--- src/rtl/lenet_pkg.sv ---
// Shared LeNet constants and arithmetic helpers used by the pooling stages.
package lenet_pkg;

  localparam int DEFAULT_DATA_W = 16;
  localparam int MAX_DATA_W     = 32;

  localparam int C1_LEN = 28;
  localparam int S2_LEN = 14;
  localparam int C3_LEN = 10;
  localparam int S4_LEN = 5;

  typedef logic signed [MAX_DATA_W-1:0] wide_t;

  // Operands are sign-extended into wide_t by the caller, so one helper serves every DATA_W.
  function automatic wide_t smax(input wide_t a, input wide_t b);
    return (a > b) ? a : b;
  endfunction

endpackage

--- src/rtl/pool2x2_stage_if.sv ---
// Element stream into a 2x2 pooling stage and the pooled result stream out of it.
interface pool2x2_stage_if
  import lenet_pkg::*;
#(
  parameter int DATA_W = DEFAULT_DATA_W
);

  // in_en is a valid with no ready: the stage accepts one element on every cycle in_en is high.
  // out_valid is likewise a one-cycle strobe; the consumer must take out_data when it is high.
  logic                     in_en;
  logic signed [DATA_W-1:0] in_data;
  logic                     out_valid;
  logic signed [DATA_W-1:0] out_data;
  logic [5:0]               out_row;
  logic [5:0]               out_col;
  logic                     frame_done;

  modport master (
    output in_en, in_data,
    input  out_valid, out_data, out_row, out_col, frame_done
  );

  modport slave (
    input  in_en, in_data,
    output out_valid, out_data, out_row, out_col, frame_done
  );

endinterface

--- src/rtl/pool_rowbuf.sv ---
// Row buffer holding one horizontal pair-maximum per output column of the pooled map.
module pool_rowbuf #(
  parameter int DEPTH  = 14,
  parameter int IDX_W  = 4,
  parameter int DATA_W = 16
) (
  input  logic                     clk,
  input  logic                     we,
  input  logic [IDX_W-1:0]         idx,
  input  logic signed [DATA_W-1:0] wr_data,
  output logic signed [DATA_W-1:0] rd_data
);

  logic signed [DATA_W-1:0] mem [DEPTH];

  // Contents need no reset: every entry is rewritten on an even row before an odd row reads it.
  always_ff @(posedge clk) begin
    if (we) begin
      mem[idx] <= wr_data;
    end
  end

  assign rd_data = mem[idx];

endmodule

--- src/rtl/pool2x2_stage.sv ---
// 2x2 stride-2 signed max pooling over a row-major element stream with gapped enables.
module pool2x2_stage
  import lenet_pkg::*;
#(
  parameter int IN_COLS = C1_LEN,
  parameter int IN_ROWS = C1_LEN,
  parameter int DATA_W  = DEFAULT_DATA_W
) (
  input logic            clk,
  input logic            reset,
  pool2x2_stage_if.slave bus
);

  localparam int         HALF_COLS = IN_COLS / 2;
  localparam int         IDX_W     = (HALF_COLS > 1) ? $clog2(HALF_COLS) : 1;
  localparam logic [5:0] LAST_COL  = 6'(IN_COLS - 1);
  localparam logic [5:0] LAST_ROW  = 6'(IN_ROWS - 1);

  if ((IN_COLS % 2) != 0 || (IN_ROWS % 2) != 0 || IN_COLS < 2 || IN_ROWS < 2 ||
      IN_COLS > 64 || IN_ROWS > 64 || DATA_W > MAX_DATA_W) begin : g_bad_params
    $error("pool2x2_stage: IN_COLS/IN_ROWS must be even and in 2..64, DATA_W at most 32");
  end

  logic [5:0]               col_cnt;
  logic [5:0]               row_cnt;
  logic signed [DATA_W-1:0] pair_q;
  logic signed [DATA_W-1:0] hmax;
  logic signed [DATA_W-1:0] rowbuf_rd;
  logic signed [DATA_W-1:0] result;
  logic                     rowbuf_we;
  logic                     col_last;
  logic                     row_last;

  assign col_last  = (col_cnt == LAST_COL);
  assign row_last  = (row_cnt == LAST_ROW);
  assign rowbuf_we = bus.in_en & col_cnt[0] & ~row_cnt[0];

  assign hmax   = DATA_W'(smax(wide_t'(pair_q), wide_t'(bus.in_data)));
  assign result = DATA_W'(smax(wide_t'(rowbuf_rd), wide_t'(hmax)));

  pool_rowbuf #(
    .DEPTH  (HALF_COLS),
    .IDX_W  (IDX_W),
    .DATA_W (DATA_W)
  ) u_rowbuf (
    .clk     (clk),
    .we      (rowbuf_we),
    .idx     (col_cnt[IDX_W:1]),
    .wr_data (hmax),
    .rd_data (rowbuf_rd)
  );

  always_ff @(posedge clk or posedge reset) begin
    if (reset) begin
      col_cnt        <= '0;
      row_cnt        <= '0;
      pair_q         <= '0;
      bus.out_valid  <= 1'b0;
      bus.frame_done <= 1'b0;
      bus.out_data   <= '0;
      bus.out_row    <= '0;
      bus.out_col    <= '0;
    end else begin
      bus.out_valid  <= 1'b0;
      bus.frame_done <= 1'b0;
      if (bus.in_en) begin
        if (!col_cnt[0]) begin
          pair_q <= bus.in_data;
        end else if (row_cnt[0]) begin
          // Bottom-right element of a window: the pooled result is complete this cycle.
          bus.out_valid  <= 1'b1;
          bus.out_data   <= result;
          bus.out_row    <= {1'b0, row_cnt[5:1]};
          bus.out_col    <= {1'b0, col_cnt[5:1]};
          bus.frame_done <= col_last & row_last;
        end
        if (col_last) begin
          col_cnt <= '0;
          row_cnt <= row_last ? 6'd0 : row_cnt + 6'd1;
        end else begin
          col_cnt <= col_cnt + 6'd1;
        end
      end
    end
  end

endmodule
--- src/flat_wrapper.sv ---
// flat-port wrapper written by rule: the top's interface ports become plain ports
module pool2x2_stage_flat import lenet_pkg::*;
#(
  parameter int IN_COLS = C1_LEN,
  parameter int IN_ROWS = C1_LEN,
  parameter int DATA_W  = DEFAULT_DATA_W
)
  (clk, reset, bus_in_en, bus_in_data, bus_out_valid, bus_out_data, bus_out_row, bus_out_col, bus_frame_done);
  pool2x2_stage_if #(.DATA_W(DATA_W)) bus_i ();
  input logic clk;
  input logic reset;
  input wire logic [$bits(bus_i.in_en)-1:0] bus_in_en;
  input wire logic [$bits(bus_i.in_data)-1:0] bus_in_data;
  output wire logic [$bits(bus_i.out_valid)-1:0] bus_out_valid;
  output wire logic [$bits(bus_i.out_data)-1:0] bus_out_data;
  output wire logic [$bits(bus_i.out_row)-1:0] bus_out_row;
  output wire logic [$bits(bus_i.out_col)-1:0] bus_out_col;
  output wire logic [$bits(bus_i.frame_done)-1:0] bus_frame_done;
  assign bus_i.in_en = bus_in_en;
  assign bus_i.in_data = bus_in_data;
  assign bus_out_valid = bus_i.out_valid;
  assign bus_out_data = bus_i.out_data;
  assign bus_out_row = bus_i.out_row;
  assign bus_out_col = bus_i.out_col;
  assign bus_frame_done = bus_i.frame_done;
  pool2x2_stage #(.IN_COLS(IN_COLS), .IN_ROWS(IN_ROWS), .DATA_W(DATA_W)) u_core (.clk(clk), .reset(reset), .bus(bus_i));
endmodule
--- config.mk ---
export PLATFORM = sky130hd
export DESIGN_NAME = pool2x2_stage_flat
export DESIGN_NICKNAME = d
export VERILOG_FILES = /design/src/rtl/lenet_pkg.sv /design/src/rtl/pool2x2_stage_if.sv /design/src/rtl/pool_rowbuf.sv /design/src/rtl/pool2x2_stage.sv /design/src/flat_wrapper.sv
export SDC_FILE = /design/constraint.sdc
export NUM_CORES = 1
export LEC_CHECK = 0
export CORE_MARGIN = 3
export CORE_UTILIZATION = 30
export DETAILED_ROUTE_END_ITERATION = 8
export SYNTH_ARGS = -nofsm -noshare
export SYNTH_HDL_FRONTEND = slang
export SYNTH_HIERARCHICAL = 1
export SYNTH_SLANG_ARGS = --single-unit
--- constraint.sdc ---
create_clock -name clk -period 5.14 [get_ports clk]
set_input_delay 1.285 -clock clk [delete_from_list [all_inputs] [get_ports clk]]
set_output_delay 1.285 -clock clk [all_outputs]
set_load 0.05 [all_outputs]
### After elaboration in Yosys (flattened, before gate mapping)

Memories as Yosys holds them, arrays and structs flattened.
Cells that the tools add are included.

| word-level totals | value |
|---|---|
| flip-flop bits (word level) | 56 |
| bits in latches | 0 |
| memory bits (writable) | 224 |
| memory bits (read-only) | 0 |
| input bits | 19 |
| output and inout port bits | 30 |
| word-level logic and storage cells | 35 |
| memories | 1 |

| cells by class | value |
|---|---|
| add/sub/neg operators | 2 |
| multipliers | 0 |
| divide/modulo/power cells | 0 |
| $lt $le $gt $ge | 2 |
| equal/unequal tests | 2 |
| shifts and indexed selects | 0 |
| multiplexer cells | 12 |
| bitwise gates (word level) | 5 |
| reductions and logical operators | 3 |

Memory list:

| memory | words | bits a word | rd ports | clocked after memory_dff | write ports | RTL line | text |
|---|---|---|---|---|---|---|---|
| u_core.u_rowbuf.mem | 14 | 16 | 1 | 0 | 1 | pool_rowbuf.sv:14 | `logic signed [DATA_W-1:0] mem [DEPTH];` |

Operators by type and width:

| operator | count |
|---|---|
| $gt A16 B16 Y1 | 2 |
| $mux W16 | 2 |
| $add A6 B1 Y6 const B | 2 |
| $eq A6 B5 Y1 const B | 2 |
| $mux W6 | 2 |
| $mux W1 | 8 |
| $reduce_and A2 Y1 | 2 |
| $and A1 B1 Y1 | 3 |
| $reduce_and A3 Y1 | 1 |
| $not A1 Y1 | 2 |

### Longest topological paths before layout

| logic depth | value |
|---|---|
| depth after elaboration | 5 |
| mapped depth | 18 |
| depth with buffers taken out | 15 |

### Hierarchy

Netlist, hierarchy kept.

By module, submodules not included:

| module | instances | cells each | area each (µm²) | seq. area each (µm²) |
|---|---|---|---|---|
| pool_rowbuf | 1 | 381 | 8732.1 | 6726.5 |
| pool2x2_stage | 1 | 404 | 3777.4 | 1401.3 |

### Worst setup path before layout

OpenSTA, ideal clock, no wires.

| timing | value |
|---|---|
| kind | input to register |
| start | input port bus_in_data[13] |
| end | register u_core.bus.out_data[0] |
| setup time | 0.138 ns |
| arrival | 4.961 ns |
| required time | 5.002 ns |
| path slack | 0.041 ns |
| cell stages on the path | 17 |
| path buffers | 3 |
| path through | inv_1 ha_1 a21o_1 a2111oi_4 o21ai_1 or3_1 buf_4 buf_8 a31oi_1 inv_1 ha_1 nand4_1 o41ai_1 or3_1 o221ai_1 clkbuf_1 o211ai_1 |

| on the way | value |
|---|---|
| longest elaborated chain between the ends | 4 |

RTL lines:

| what | RTL line | text |
|---|---|---|
| start, declared | flat_wrapper.sv:13 | `input wire logic [$bits(bus_i.in_data)-1:0] bus_in_data;` |
| $gt A16 B16 Y1 (*) | lenet_pkg.sv:16 | `return (a > b) ? a : b;` |
| $mux W16 (*) | lenet_pkg.sv:16 |  |
| net u_core.hmax[0] | pool2x2_stage.sv:27 | `logic signed [DATA_W-1:0] hmax;` |
| $gt A16 B16 Y1 | lenet_pkg.sv:16 |  |
| $mux W16 (*) | lenet_pkg.sv:16 |  |
| end signal, assigned | pool2x2_stage.sv:72 | `bus.out_data <= result;` |
| end, declared | pool2x2_stage_if.sv:25 | `output out_valid, out_data, out_row, out_col, frame_done` |

Mark *: on every way through the listed nets, which the timed path passes. The rest lies on a longest branch.
A chain may end at the register's enable or synchronous reset.

### Worst setup path in the final report

| timing | value |
|---|---|
| start | input port bus_in_data[13] |
| end | register u_core.bus.out_data[8] |

| on the way | value |
|---|---|
| longest elaborated chain between the ends | 4 |

RTL lines:

| what | RTL line |
|---|---|
| $gt A16 B16 Y1 | lenet_pkg.sv:16 |
| $mux W16 (*) | lenet_pkg.sv:16 |
| $gt A16 B16 Y1 | lenet_pkg.sv:16 |
| $mux W16 (*) | lenet_pkg.sv:16 |

Every way passes the cells marked *; elsewhere a longest branch is shown, timed or not.

==> flow_summary.json <==
{
  "core_area_sq_um": 41000,
  "area_growth_pct": 21.5,
  "synth_commonest_cells": "224 x edfxtp_1, 56 x dfrtp_1, 45 x nand2_1",
  "postCtsHoldBufs": 0,
  "finClkSkew_ns": 0.0154,
  "cts_buffer_depth": 3,
  "grt_first_pass_wirelength_mm": 41.8,
  "final_util_pct": 37.1,
  "worst_pin_slew_ns": 1.09,
  "clkSinkCount": 280,
  "syn_area_per_cell_sq_um": 15.9,
  "grt_pass1_vias": 7270,
  "r2r_setup_slack_ns": 0.97,
  "end_kind": "register",
  "first_pass_iters": 4,
  "post_cts_buffers": 0,
  "ys.flop_type": "edfxtp_1",
  "crit_fanout": 16,
  "yosys_warnings": 6,
  "drtIter0Drc": 570,
  "pre_cts_slack_ns": -0.367,
  "seq_area_frac_synth_pct": 65.0,
  "vdd_ir_drop_max_v": 0.000272,
  "start_util_pct": 30.5,
  "grt_max_degree": 40,
  "diodes": 0,
  "relSlewSlack_pct": 27.2,
  "cp.arrival_ns": 5.43,
  "routed_via_density": 4.88,
  "p_leak_uw": 0.00553,
  "synth.top_cell.area_share_pct": 53.8,
  "setup_tns_ns": 0,
  "p_switching_uw": 2500,
  "row_count": 74,
  "syn_inst": 785,
  "clk_pin_slew_worst_paths_ns": 0.06,
  "dp_cells": 1408,
  "layoutNonFillerInstCount": 1463,
  "r2r_cells": 16,
  "wl_mm": 26.4,
  "maxCapViolations": 0,
  "internal_power_uw": 5300,
  "antenna_found_initial": 0,
  "p_comb_share_pct": 31.5,
  "required_ns": 5.55,
  "synth_top_area_cell": "edfxtp_1",
  "synth_edf_count": 224,
  "io_pins": 49,
  "timing.final.ws_setup_ns": 0.113,
  "yosys-top-cells-area": "edfxtp_1 54%, dfrtp_1 11%, mux4_1 8.0%, ha_1 3.4%, mux2_2 2.3%",
  "wl_per_cell_um": 18.0,
  "synth_area_sq_um": 12500,
  "holdPathEnd": "u_core/bus.out_row[4]$_DFFE_PP0P_",
  "swShare_pct": 32.0,
  "drc_errors": 0,
  "clock.fmax_mhz": 199,
  "min_path_cells": 2,
  "final_nets": 961,
  "clkPwrFrac_pct": 29.0,
  "ys_types": 53,
  "postRouteAntennaNets": 0,
  "fin_crit_sh_pct": 97.8,
  "grt_usage_pct": 11.8,
  "critPathLaunchType": "input port",
  "async_flop_share_pct": 20.0,
  "post-synth-top-count-cell": "edfxtp_1",
  "rr_endpoint": "u_core/bus.out_data[8]$_DFFE_PP0P_",
  "hold_class": "register to register",
  "holdCritStartpoint": "u_core/bus.out_row[4]$_DFFE_PP0P_",
  "die_w_um": 210,
  "status": "finished clean",
  "final-setup-viol-count": 0,
  "clock_latency_ns": 0.55,
  "h-tree-depth": 1,
  "vias": 7136,
  "die_area_sq_um": 44200,
  "die_h_um": 210,
  "drive_gt1_share_pct": 21.7,
  "gp_congestion": 0.834,
  "hold_viol": 0,
  "r2r_start": "u_core/pair_q[13]$_DFFE_PP0P_",
  "synth-seq-cells": 280,
  "cts_tree": "done",
  "grt_overflow_total": 0,
  "cts_resized": 0,
  "powerDensity_nw_per_um2": 513,
  "cts-root-buf": "clkbuf_16",
  "numCtsBuffers": 30,
  "crit_type": "input port to register",
  "place_hpwl_mm": 17.9,
  "port_buffers": 46,
  "seq_power_share_pct": 39.4,
  "min_period_ns": 5.03,
  "finalMaxSlewViolations": 0
}
-- critical path, cell delays in order --
cell and delay (ns):
clkdlybuf4s50_1 0.48, inv_1 0.06, ha_1 0.31, a21o_1 0.22, a2111oi_4 0.38, o21ai_1 0.11
or3_1 0.38, buf_4 0.22, buf_4 0.17, a311oi_4 0.29, ha_1 0.30, nand4_1 0.15
o41ai_2 0.08, buf_4 0.15, or3_1 0.30, o221ai_1 0.17, buf_4 0.26, o211ai_1 0.13
-- per-stage QoR --
step | hold slack [ns] | total power [uW] | instance area (sq um)
2_1_floorplan | 0.473 | 4700 | 12500
3_3_place_gp | 0.480 | 5530 | 14100
3_5_place_dp | 0.494 | 5580 | 14100
4_1_cts | 0.508 | 7860 | 15200
5_1_grt | 0.539 | 8220 | 15200
6_report | 0.500 | 7800 | 15200
-- metal layers --
metal | share of wire, % | track usage (%) | vias up
met5 | 0 | 0 | -
met4 | 1.5 | 2.28 | 0
met3 | 4.4 | 1.82 | 29
met2 | 47 | 19.6 | 160
met1 | 47 | 16.7 | 3579
li1 | - | - | 3368
-- power by group through the flow --
| stage | Clock, uW | Sequential (uW) | Combinational (uW) |
|---|---|---|---|
| finish | 2260 | 3080 | 2460 |
| global route | 2420 | 3110 | 2690 |
| CTS | 2320 | 3080 | 2460 |
| detailed placement | 0 | 3130 | 2450 |
| global placement | 0 | 3120 | 2410 |
| floorplan | 0 | 3090 | 1610 |
-- worst max path at each step --
stage	from	to	slack (ns)
after floorplan	bus_in_data[13]	u_core/bus.out_data[0]$_DFFE_PP0P_	0.04
after global placement	bus_in_data[13]	u_core/bus.out_data[10]$_DFFE_PP0P_	-0.24
after detailed placement	bus_in_data[13]	u_core/bus.out_data[0]$_DFFE_PP0P_	-0.37
after CTS	bus_in_data[13]	u_core/bus.out_data[0]$_DFFE_PP0P_	0.19
after global routing	bus_in_data[13]	u_core/bus.out_data[14]$_DFFE_PP0P_	-0.02
final	bus_in_data[13]	u_core/bus.out_data[8]$_DFFE_PP0P_	0.11
-- sequential cells by signal (all words and copies together) (netlist names) --
name                   flops
u_core/bus.frame_done      1
u_core/bus.out_col         5
u_core/bus.out_data       16
u_core/bus.out_row         5
u_core/bus.out_valid       1
u_core/col_cnt             6
u_core/pair_q             16
u_core/row_cnt             6
u_core/u_rowbuf/mem      224
-- cell families (layout without fill, tap and decap cells) --
kind of cell	after synthesis	count (layout)	synth area share, %
flip-flops	280	280	65.0
AO/OA/AOI/OAI	152	152	9.50
XOR/XNOR	3	3	0.210
other	1	2	0.0300
AND/OR/NAND/NOR	138	138	5.16
multiplexers	90	90	13.4
buffers and inverters	87	232	3.32
adder cells (fa/ha/maj)	34	34	3.40
-- layout make-up --
cell class / instances / area (sq um)
clock buffers: 34 / 787
clock inverters: 21 / 267
fillers: 3798 / 25800
inverters: 40 / 150
multi-input cells: 419 / 4030
flip-flops and latches: 280 / 8130
well taps: 532 / 666
repair buffers: 137 / 1170
-- placed cells by master (no fill, tap or decap), types with 7 or more instances in the layout --
cell type	instances
edfxtp_1	224
buf_4	89
dfrtp_1	54
clkdlybuf4s50_1	46
nand2_1	45
o21ai_0	39
mux4_1	38
inv_1	36
o211ai_1	34
ha_1	34
clkbuf_16	31
nor2_1	31
mux2_2	26
a21oi_1	25
nor3_1	20
o22ai_1	17
mux2i_1	16
nand4_1	12
a311oi_4	10
mux4_2	10
clkinv_1	7
Note: power is estimated with default switching activity, not from simulation.
